<file path="src/rtl/rtc_bus_sequencer.sv">
// Single-byte read/write sequencer for the RTC multiplexed address/data bus.
// Drives the bus mux channels and phase selects plus the chip strobes.
module rtc_bus_sequencer #(
  parameter int unsigned T_SU  = 2,
  parameter int unsigned T_PW  = 4,
  parameter int unsigned T_HD  = 2,
  parameter int unsigned CNT_W = 4
) (
  input  logic       clk,
  input  logic       reset,
  input  logic       start,
  input  logic       write,
  input  logic [7:0] addr,
  input  logic [7:0] wdata,
  input  logic [7:0] data_in,
  output logic [7:0] addr_out,
  output logic [7:0] data_out,
  output logic       ch0_mux1,
  output logic       ch1_mux1,
  output logic       bus_oe,
  output logic       cs_n,
  output logic       ad,
  output logic       wr_n,
  output logic       rd_n,
  output logic [7:0] rdata,
  output logic       busy,
  output logic       done
);

  typedef enum logic [2:0] {
    IDLE, A_SET, A_STB, A_HLD, D_SET, D_STB, D_HLD, FIN
  } state_e;

  state_e             state_q, state_d;
  logic [CNT_W-1:0]   cnt_q, cnt_d;
  logic [7:0]         addr_q, addr_d;
  logic [7:0]         data_q, data_d;
  logic [7:0]         rdata_q, rdata_d;
  logic               write_q, write_d;
  logic               cs_n_q, cs_n_d;
  logic               ad_q, ad_d;
  logic               wr_n_q, wr_n_d;
  logic               rd_n_q, rd_n_d;
  logic               ch0_q, ch0_d;
  logic               ch1_q, ch1_d;
  logic               oe_q, oe_d;
  logic               busy_q, busy_d;
  logic               done_q, done_d;
  logic               phase_end;

  // Counter preload for the state being entered (duration minus one).
  function automatic logic [CNT_W-1:0] load_cnt(input state_e s);
    case (s)
      A_SET, D_SET: load_cnt = CNT_W'(T_SU - 1);
      A_STB, D_STB: load_cnt = CNT_W'(T_PW - 1);
      A_HLD, D_HLD: load_cnt = CNT_W'(T_HD - 1);
      default:      load_cnt = '0;
    endcase
  endfunction

  assign phase_end = (cnt_q == '0);

  always_comb begin
    state_d = state_q;
    cnt_d   = cnt_q;
    addr_d  = addr_q;
    data_d  = data_q;
    write_d = write_q;
    rdata_d = rdata_q;
    cs_n_d  = 1'b1;
    ad_d    = 1'b1;
    wr_n_d  = 1'b1;
    rd_n_d  = 1'b1;
    ch0_d   = 1'b1;
    ch1_d   = 1'b0;
    oe_d    = 1'b0;
    busy_d  = 1'b0;
    done_d  = 1'b0;

    case (state_q)
      IDLE: if (start) begin
        state_d = A_SET;
        addr_d  = addr;
        data_d  = wdata;
        write_d = write;
      end
      A_SET: if (phase_end) state_d = A_STB;
      A_STB: if (phase_end) state_d = A_HLD;
      A_HLD: if (phase_end) state_d = D_SET;
      D_SET: if (phase_end) state_d = D_STB;
      D_STB: if (phase_end) state_d = D_HLD;
      D_HLD: if (phase_end) state_d = FIN;
      FIN:   state_d = IDLE;
      default: state_d = IDLE;
    endcase

    if (state_d != state_q) cnt_d = load_cnt(state_d);
    else if (!phase_end)    cnt_d = cnt_q - CNT_W'(1);

    if (state_q == D_STB && phase_end && !write_q) rdata_d = data_in;

    // Outputs are registered copies of the decode of the state being entered.
    case (state_d)
      A_SET, A_STB, A_HLD: begin
        cs_n_d = 1'b0;
        ad_d   = 1'b0;
        ch0_d  = 1'b0;
        oe_d   = 1'b1;
        busy_d = 1'b1;
        if (state_d == A_STB) wr_n_d = 1'b0;
      end
      D_SET, D_STB, D_HLD: begin
        cs_n_d = 1'b0;
        ch0_d  = 1'b0;
        ch1_d  = 1'b1;
        oe_d   = write_d;
        busy_d = 1'b1;
        if (state_d == D_STB) begin
          if (write_d) wr_n_d = 1'b0;
          else         rd_n_d = 1'b0;
        end
      end
      FIN: begin
        busy_d = 1'b1;
        done_d = 1'b1;
      end
      default: ;
    endcase
  end

  always_ff @(posedge clk or negedge reset) begin
    if (!reset) begin
      state_q <= IDLE;
      cnt_q   <= '0;
      addr_q  <= 8'h00;
      data_q  <= 8'h00;
      rdata_q <= 8'h00;
      write_q <= 1'b0;
      cs_n_q  <= 1'b1;
      ad_q    <= 1'b1;
      wr_n_q  <= 1'b1;
      rd_n_q  <= 1'b1;
      ch0_q   <= 1'b1;
      ch1_q   <= 1'b0;
      oe_q    <= 1'b0;
      busy_q  <= 1'b0;
      done_q  <= 1'b0;
    end else begin
      state_q <= state_d;
      cnt_q   <= cnt_d;
      addr_q  <= addr_d;
      data_q  <= data_d;
      rdata_q <= rdata_d;
      write_q <= write_d;
      cs_n_q  <= cs_n_d;
      ad_q    <= ad_d;
      wr_n_q  <= wr_n_d;
      rd_n_q  <= rd_n_d;
      ch0_q   <= ch0_d;
      ch1_q   <= ch1_d;
      oe_q    <= oe_d;
      busy_q  <= busy_d;
      done_q  <= done_d;
    end
  end

  assign addr_out = addr_q;
  assign data_out = data_q;
  assign rdata    = rdata_q;
  assign cs_n     = cs_n_q;
  assign ad       = ad_q;
  assign wr_n     = wr_n_q;
  assign rd_n     = rd_n_q;
  assign ch0_mux1 = ch0_q;
  assign ch1_mux1 = ch1_q;
  assign bus_oe   = oe_q;
  assign busy     = busy_q;
  assign done     = done_q;

endmodule

</file>
<file path="config.mk">
export PLATFORM = sky130hd
export DESIGN_NAME = rtc_bus_sequencer
export DESIGN_NICKNAME = d
export VERILOG_FILES = /design/src/rtl/rtc_bus_sequencer.sv
export SDC_FILE = /design/constraint.sdc
export NUM_CORES = 1
export LEC_CHECK = 0
export CORE_MARGIN = 10
export CORE_UTILIZATION = 30
export CTS_CLUSTER_SIZE = 24
export DETAILED_ROUTE_END_ITERATION = 8
export PLACE_DENSITY = 0.67
export SYNTH_ARGS = -nofsm -noshare
export SYNTH_HDL_FRONTEND = slang
export SYNTH_SLANG_ARGS = --single-unit
</file>
<file path="constraint.sdc">
create_clock -name clk -period 3 [get_ports clk]
set_clock_uncertainty 0.05 [all_clocks]
set_input_delay 0.3 -clock clk [delete_from_list [all_inputs] [get_ports clk]]
set_output_delay 0.3 -clock clk [all_outputs]
set_load 0.05 [all_outputs]
</file>
==> results of run 1 <==
## per-layer routing
metal	part of all wire	track usage	vias up	wire length [µm]
li1	-	-	651	-
met1	0.46	0.1050	667	1912
met2	0.46	0.1317	39	1930
met3	0.069	0.03770	5	287
met4	0.013	0.02796	0	55
met5	0	0	-	0
## state kept, by name (all words and copies together) (netlist names)
name / flops
addr_out: 8
ch0_mux1: 1
rd_n: 1
write_q: 1
bus_oe: 1
data_out: 8
wr_n: 1
cnt_q: 4
rdata: 8
state_q: 3
done: 1
busy: 1
ad: 1
ch1_mux1: 1
## cells by family after synthesis
| family | after synthesis | synth area share |
|---|---|---|
| buf+inv | 16 | 0.03701 |
| fa+ha+maj | 4 | 0.02793 |
| compound gates | 27 | 0.09428 |
| mux | 25 | 0.1564 |
| simple gates | 37 | 0.1229 |
| flops | 40 | 0.5614 |
## cells in the final DEF, fill, tap and decap left out, types with 2 or more instances in the layout
master / count
buf_4: 4
inv_1: 7
nand2_1: 7
nand3_1: 3
mux2_2: 24
o21ai_0: 9
clkdlybuf4s50_1: 59
nor3_1: 4
clkbuf_8: 5
ha_1: 4
a21oi_1: 6
or3_1: 3
dfstp_2: 4
nor2_1: 7
nor2b_1: 2
a21o_1: 4
dfrtp_1: 36
## power by group
part | internal, mW | switching, mW | leakage [nW] | total, mW
Combinational | 0.739 | 1.20 | 0.548 | 1.94
Sequential | 0.809 | 0.183 | 0.470 | 0.993
Clock | 0.247 | 0.184 | 0.0552 | 0.431
Total | 1.79 | 1.57 | 1.07 | 3.37
## path summary, 6_finish.rpt
kind,start,to,slack (ns)
worst max-delay path,cnt_q[0]$_DFFE_PN0P_,cnt_q[0]$_DFFE_PN0P_,0.48
worst min-delay path,reset,data_out[2]$_DFFE_PN0P_,0.07
worst max register to register,cnt_q[0]$_DFFE_PN0P_,cnt_q[0]$_DFFE_PN0P_,0.48
worst min register to register,rdata[2]$_DFFE_PN0P_,rdata[2]$_DFFE_PN0P_,0.46
max in group asynchronous,reset,bus_oe$_DFF_PN0_,2.28
min in group clk,rdata[2]$_DFFE_PN0P_,rdata[2]$_DFFE_PN0P_,0.46
## worst reg2reg max path, delay by kind of cell, from the launching register on
family	cells	cell delay [ns]
adders and majority gates	2	0.53
AOI/OAI and AO/OA	3	0.47
buffers and inverters	2	0.15
and+or+nand+nor	3	0.81
DFF	1	0.41
## final cells by class
type                    count  area, µm²  area share
repair buffers             64      625.6      0.2426
multi-input cells          93      719.4      0.2790
clock inverters             2      35.03     0.01359
well taps                  75      93.84     0.03639
clock buffers               6      72.57     0.02814
flip-flops and latches     40       1006      0.3901
inverters                   7      26.28     0.01019
## metrics by stage
stage	total power, mW	instance area [µm²]	utilization	setup slack (ns)	hold slack [ns]
2_1_floorplan	2.333	1792	-	0.7041	-0.04559
5_1_grt	3.578	2579	0.4408	0.2457	0.1439
3_3_place_gp	2.933	2471	0.4224	0.5886	0.4247
6_report	3.367	2579	0.4408	0.4782	0.06789
3_5_place_dp	2.962	2471	0.4224	0.5241	0.4274
4_1_cts	3.396	2579	0.4408	0.4993	0.1142
==> impl_metrics.toml, run 1 <==
[floorplanning]
die-area_um2 = 9463
die_w_um = 97.28
rows = 28
coreArea_um2 = 5851
start_util = 0.3062
die_h_um = 97.28
io-pin-count = 61

[clocking]
cts_root_buffer = "clkbuf_8"
htree_num_levels = 2
cts_sinks = 40
clkLatencyLatePin_ns = 0.29
cts_tree = "yes"
cts-hold-fix-buffers = 0
clk_path_buf_depth = 2
cts_made_buffers = 5
ctsResizeCount = 0
cts_setup_buffers = 0
path_clk_slew_ns = 0.08

[synth]
synthCells = 149
avgSynthCellArea_um2 = 12.02
synth_edf_count = 0
yosysMostFrequentCell = "dfrtp_1"
syn-num-nets = 181
synth_commonest_cells = "36 x dfrtp_1, 24 x mux2_2, 9 x o21ai_0"
ys_seq_elements = 40
synth_top_area_frac = 0.5028
synth_area_um2 = 1792
yosysUniqueCellTypes = 37
async_reset_ff_frac = 1.000
synthFlopType = "dfrtp_1"
synth.area.top_cells = "dfrtp_1 50%, mux2_2 15%, dfstp_2 5.9%, ha_1 2.8%, o21ai_0 2.5%"
ys_seq_area_frac = 0.5615
yosys.area.top_type = "dfrtp_1"
yosys_warnings = 0

[placed_design]
place_inst = 279
port_buffers = 60
place.gp.congestion = 0.7713
dp_hpwl_um = 3138

[min_path]
hold_path_class = "in2async"

[final_layout]
num-nets-final = 243
drive_gt1_frac = 0.1981
diodes = 0
finalNonFillerCells = 287
synthToLayoutAreaGrowth_pct = 43.92
n_fill_cell = 550

[worst_setup_path]
reg2regPathDepth = 10
path_buf_inv = 2
cp.depth = 10
cp.arrival_ns = 2.65
critical-path-top-delay-family = "simple AND/OR/NAND/NOR gates"
crit_required_ns = 3.13
critPathKind = "reg2reg"
critPathLaunchType = "register"
slowest_stage = "dfrtp_1"
path_cells = "inv_1 > ha_1 > nor3b_2 > nor2_1 > o21a_1 > or3_1 > ha_1 > inv_1 > a41oi_1 > o22ai_1"
slowest_delay_ns = 0.41
crit_fanout = 5
cp-end-kind = "register"

[timing]
setup_viol = 0
min_period_ns = 2.522
tightestPinTransition_ns = 0.8699
final_hold_viol_count = 0
fmax_mhz = 396.5
fin_crit_sh = 0.8406
rsz0062_at_grt = "no"
drv_slew = 0
max_slew_margin = 0.4201
finalSetupTns_ns = 0

[global_routing]
antenna_found_initial = 0
grt_overflow = 0
grt_max_degree = 41
grt_pass1_vias = 1361
grt_usage = 0.08583
grt_pass1_wl_um = 6844

[detailed_routing]
drtPass1Iterations = 4
detail-route-antenna-nets = 0
drcViolationCount = 0
via_per_inst = 4.746
routedWlPerCell_um = 14.59
drt_iter0_markers = 75
drt_wl_total_um = 4186
num_vias = 1362

[power_and_ir_drop]
ir_drop_mv = 0.5131
p_leak_nw = 1.074
powerDensity_nw_per_um2 = 1306

[run]
maxCapViolations = 0

[outcome]
status = "complete, no violations"
No activity file was read; power rests on OpenSTA's default activity.
==> run 2: changes to the inputs <==
Settings changed: PLACE_DENSITY 0.67 to 0.69.
Clock period 3 ns to 2.13 ns, I/O delays scaled along.
==> run 2 against run 1 <==
Compared with the run above: the flow now finishes with violations (setup timing); register-to-register slack worse by 0.58 ns; cell area grew 8.5%; count of clock-buffer cells in the layout did not move; clock power up 40%; core utilization rose by 3.8 points; critical endpoint unchanged; highest routed layer unchanged; flip-flop and latch count stayed put; non-clock buffer count increased by 20.
==> impl_metrics.toml, run 2 (same netlist as run 1, synthesis figures left out) <==
[outcome]
status = "finished, violations left"
violations = "setup timing"

[timing]
hold_ws_ns = 0.3735
rsz0062_at_grt = "yes"
setup_viol = 1
max_slew_margin = 0.6180
drv_slew = 0
min_period_ns = 2.231
setup_ws_ns = -0.1014
final_hold_viol_count = 0
fmax_mhz = 448.2
fin_crit_sh = 1.048
tightestPinTransition_ns = 0.5678

[clocking]
path_clk_slew_ns = 0.08
cts_sinks = 40
cts_made_buffers = 5
clkLatencyLatePin_ns = 0.29
clk_path_buf_depth = 2
htree_num_levels = 2
cts_tree = "yes"
cts_root_buffer = "clkbuf_8"

[worst_setup_path]
r2r-end = "cnt_q[0]$_DFFE_PN0P_"
crit_required_ns = 2.25
cp-end-kind = "register"
critPathLaunchType = "register"
reg2regPathDepth = 10
slowest_delay_ns = 0.40
critical-path-top-delay-family = "simple AND/OR/NAND/NOR gates"
cp.arrival_ns = 2.35
slowest_stage = "or3_4"
timing.rr.start = "cnt_q[1]$_DFFE_PN0P_"
crit_top_cell = "ha_4"
critPathKind = "reg2reg"
path_buf_inv = 3
path_cells = "inv_2 > ha_4 > nor3b_4 > buf_4 > and2_1 > or3_4 > ha_4 > inv_1 > a41oi_2 > o22ai_1"
ff2ff_setup_slack_ns = -0.10
crit_fanout = 11

[final_layout]
utilization = 0.4784
diodes = 0
num-nets-final = 263
layout_commonest_cell = "clkdlybuf4s50_1"
layout_common_cells = "59 x clkdlybuf4s50_1, 36 x dfrtp_1, 24 x mux2_2"
synthToLayoutAreaGrowth_pct = 56.21
drive_gt1_frac = 0.3060

[global_routing]
grt_overflow = 0
grt_usage = 0.09539
antenna_found_initial = 0
grt_max_degree = 23
grt_pass1_wl_um = 7583
grt_pass1_vias = 1473

[placed_design]
dp_hpwl_um = 3420
dp_worst_setup_slack_ns = -0.1247
port_buffers = 60
place.gp.congestion = 0.8276

[detailed_routing]
drt_wl_total_um = 4552
drcViolationCount = 0
num_vias = 1439
detail-route-antenna-nets = 0
via_per_inst = 4.687
drtPass1Iterations = 4
routedWlPerCell_um = 14.83
drt_iter0_markers = 62

[min_path]
hold_path_class = "in2async"

[floorplanning]
coreArea_um2 = 5851
io-pin-count = 61
rows = 28
die_h_um = 97.28
die_w_um = 97.28
start_util = 0.3062
die-area_um2 = 9463

[power_and_ir_drop]
powerDensity_nw_per_um2 = 1848
ir_drop_mv = 0.8446
p_leak_nw = 1.171

[run]
maxCapViolations = 0
[run 2: area by class of cell]
cell class	count	area, µm²
Clock buffer	6	72.57
Fill cell	539	3052
Timing Repair Buffer	84	778.2
Sequential cell	40	1006
Inverter	7	26.28
Clock inverter	2	35.03
Tap cell	75	93.84
Multi-Input combinational cell	93	787.0
[run 2: timing repair]
item                                   CTS  global route
setup buffers                            0             4
hold buffers                             1             0
pin swaps                                4             4
endpoints found under the hold margin   19             0
gates resized for setup                  6             5
setup endpoints to repair                3             3
[run 2: stage by stage]
| stage | power [mW] | setup TNS [ns] | std cells | cell area (µm²) |
|---|---|---|---|---|
| floorplan | 3.311 | -0.09140 | 149 | 1803 |
| global placement | 4.337 | -0.09029 | 295 | 2603 |
| detailed placement | 4.398 | -0.2783 | 295 | 2603 |
| CTS | 5.080 | -0.1064 | 304 | 2748 |
| global route | 5.480 | -0.4329 | 307 | 2799 |
| finish | 5.171 | -0.1014 | 307 | 2799 |
[run 2: how the worst max path moves through the flow]
stage / startpoint / end / slack (ns) / cells past startpoint
2_1_floorplan: cnt_q[0]$_DFFE_PN0P_ / cnt_q[0]$_DFFE_PN0P_ / -0.09 / 10
3_3_place_gp: cnt_q[0]$_DFFE_PN0P_ / ch0_mux1$_DFF_PN1_ / -0.06 / 9
3_5_place_dp: cnt_q[0]$_DFFE_PN0P_ / cnt_q[0]$_DFFE_PN0P_ / -0.12 / 10
4_1_cts: cnt_q[1]$_DFFE_PN0P_ / cnt_q[0]$_DFFE_PN0P_ / -0.11 / 10
5_1_grt: cnt_q[1]$_DFFE_PN0P_ / cnt_q[0]$_DFFE_PN0P_ / -0.23 / 10
6_report: cnt_q[1]$_DFFE_PN0P_ / cnt_q[0]$_DFFE_PN0P_ / -0.10 / 10
[run 2: per-layer routing]
layer  share of wire  global-route usage  up-vias
li1                -                   -      690
met1            0.48              0.1219      701
met2            0.45              0.1461       42
met3           0.059             0.03414        6
met4           0.013             0.03020        0
met5               0                   0        -
[run 2: power by group]
group / switching [mW] / internal, mW / leakage, nW / total [mW]
clock: 0.257 / 0.348 / 0.0552 / 0.604
combinational: 1.89 / 1.32 / 0.646 / 3.21
sequential: 0.215 / 1.14 / 0.470 / 1.36
total: 2.36 / 2.81 / 1.17 / 5.17
==> run 3: changes to the inputs <==
Settings changed: CORE_UTILIZATION 30 to 40, CTS_CLUSTER_DIAMETER set to 150, PLACE_DENSITY 0.69 to 0.85.
==> run 3 against run 2 <==
Compared with the run above: the flow finishes with violations (hold timing, setup timing); sequential share of layout area rose by 0.59 points; power fell by 0.30%; via count fell by 0.14%; cell count fell by 7.8%; cell area fell by 1.6%; hold slack got worse by 0.38 ns; maximum frequency rose by 0.79%; die area fell by 20%; register-to-register slack improved by 0.02 ns; critical path type unchanged; largest cell class unchanged; highest routed layer unchanged.
==> impl_metrics.toml, run 3 (same netlist as run 1, synthesis figures left out) <==
[placed_design]
dp_worst_setup_slack_ns = -0.1361
dp_hpwl_um = 3249
port_buffers = 60
place.gp.congestion = 0.8438

[timing]
setup_viol = 2
hold_ws_ns = -0.007774
final_hold_viol_count = 36
fmax_mhz = 451.7
tightestPinTransition_ns = 0.8775
fin_crit_sh = 1.039
setup_ws_ns = -0.08384
finalSetupTns_ns = -0.1497
drv_slew = 0
min_period_ns = 2.214
max_slew_margin = 0.4150
rsz0062_at_grt = "yes"

[final_layout]
drive_gt1_frac = 0.3074
layout_commonest_cell = "clkdlybuf4s50_1"
synthToLayoutAreaGrowth_pct = 53.70
utilization = 0.6325
n_fill_cell = 344
num-nets-final = 262
layout_common_cells = "59 x clkdlybuf4s50_1, 36 x dfrtp_1, 24 x mux2_2"
diodes = 0

[global_routing]
grt_overflow = 0
grt_usage = 0.1151
antenna_found_initial = 0
grt_pass1_wl_um = 7031
grt_pass1_vias = 1458
grt_max_degree = 41

[clocking]
clk_path_buf_depth = 2
cts_sinks = 40
cts_root_buffer = "clkbuf_8"
path_clk_slew_ns = 0.07
htree_num_levels = 2
cts_tree = "yes"
clkLatencyLatePin_ns = 0.29
cts_made_buffers = 5
cts-hold-fix-buffers = 0

[worst_setup_path]
cp.arrival_ns = 2.34
cp-end-kind = "register"
reg2regPathDepth = 10
slowest_delay_ns = 0.40
critPathKind = "reg2reg"
crit_start = "cnt_q[0]$_DFFE_PN0P_"
critPathLaunchType = "register"
slowest_stage = "dfrtp_1"
crit_fanout = 4
endpoint = "cnt_q[0]$_DFFE_PN0P_"
crit_required_ns = 2.25
r2r-end = "cnt_q[0]$_DFFE_PN0P_"
path_cells = "inv_2 > ha_4 > nor3b_4 > nor2_2 > o21a_1 > or3_4 > ha_4 > inv_2 > a41oi_2 > o22ai_1"
ff2ff_setup_slack_ns = -0.08
timing.rr.start = "cnt_q[0]$_DFFE_PN0P_"

[detailed_routing]
detail-route-antenna-nets = 0
drtPass1Iterations = 4
drt_iter0_markers = 71
routedWlPerCell_um = 15.52
num_vias = 1437
via_per_inst = 5.078
drt_wl_total_um = 4391
drcViolationCount = 0

[power_and_ir_drop]
ir_drop_mv = 0.7243
p_total_mw = 5.155
powerDensity_nw_per_um2 = 1872
p_leak_nw = 1.167

[min_path]
hold_path_class = "in2async"

[floorplanning]
die_h_um = 86.93
rows = 24
coreArea_um2 = 4354
io-pin-count = 61
start_util = 0.4115
die_w_um = 86.93
die-area_um2 = 7556

[outcome]
status = "finished, violations left"
violations = "hold timing, setup timing"

[run]
maxCapViolations = 0
==> run 3: cell count changes in the layout (fill, tap and decap cells not counted), sizes merged <==
cell,previous run,this run
dlygate4sd3,1,0
==> run 3: power by group <==
part / internal [mW] / switching, mW
Clock: 0.347 / 0.250
Sequential: 1.14 / 0.206
Combinational: 1.33 / 1.88
Total: 2.82 / 2.34
==> run 3: metrics by stage <==
step,cells,area [µm²]
2_1_floorplan,149,1803
5_1_grt,283,2754
4_1_cts,282,2724
3_5_place_dp,271,2566
6_report,283,2754
3_3_place_gp,271,2566
==> run 3: worst min-delay path by stage <==
stage,end,from
after CTS,addr_out[7]$_DFFE_PN0P_,reset
after detailed placement,rdata[0]$_DFFE_PN0P_,reset
final,rdata[0]$_DFFE_PN0P_,reset
after floorplan,addr_out[0]$_DFFE_PN0P_,reset
after global routing,addr_out[7]$_DFFE_PN0P_,reset
after global placement,rdata[6]$_DFFE_PN0P_,reset
==> run 3: worst max-delay path, delay by kind of cell, from the launching register on <==
family / cells / cell delay (ns)
buffers and inverters: 2 / 0.13
and+or+nand+nor: 3 / 0.70
adders and majority gates: 2 / 0.41
AOI/OAI and AO/OA: 3 / 0.41
DFF: 1 / 0.40
==> run 3: layout make-up <==
type                    count  area [µm²]  share of cell area
flip-flops and latches     40        1006              0.3653
clock buffers               6       72.57             0.02635
repair buffers             83       772.0              0.2803
multi-input cells          93       777.0              0.2821
well taps                  52       65.06             0.02363
inverters                   7       26.28            0.009541
clock inverters             2       35.03             0.01272
==> run 3: per-layer routing <==
layer	share of wire	vias to the layer above	routed length, µm	global-route usage
met1	0.40	695	1774	0.1261
met2	0.50	49	2185	0.1959
met4	0.012	0	51	0.04271
met5	0	-	0	0
met3	0.086	8	379	0.04494
li1	-	685	-	-
==> run 3: timing repair <==
item	CTS	global route
pin swaps	4	1
gates resized for setup	7	5
setup buffers	3	1
setup endpoints to repair	3	3
gates cloned	0	0
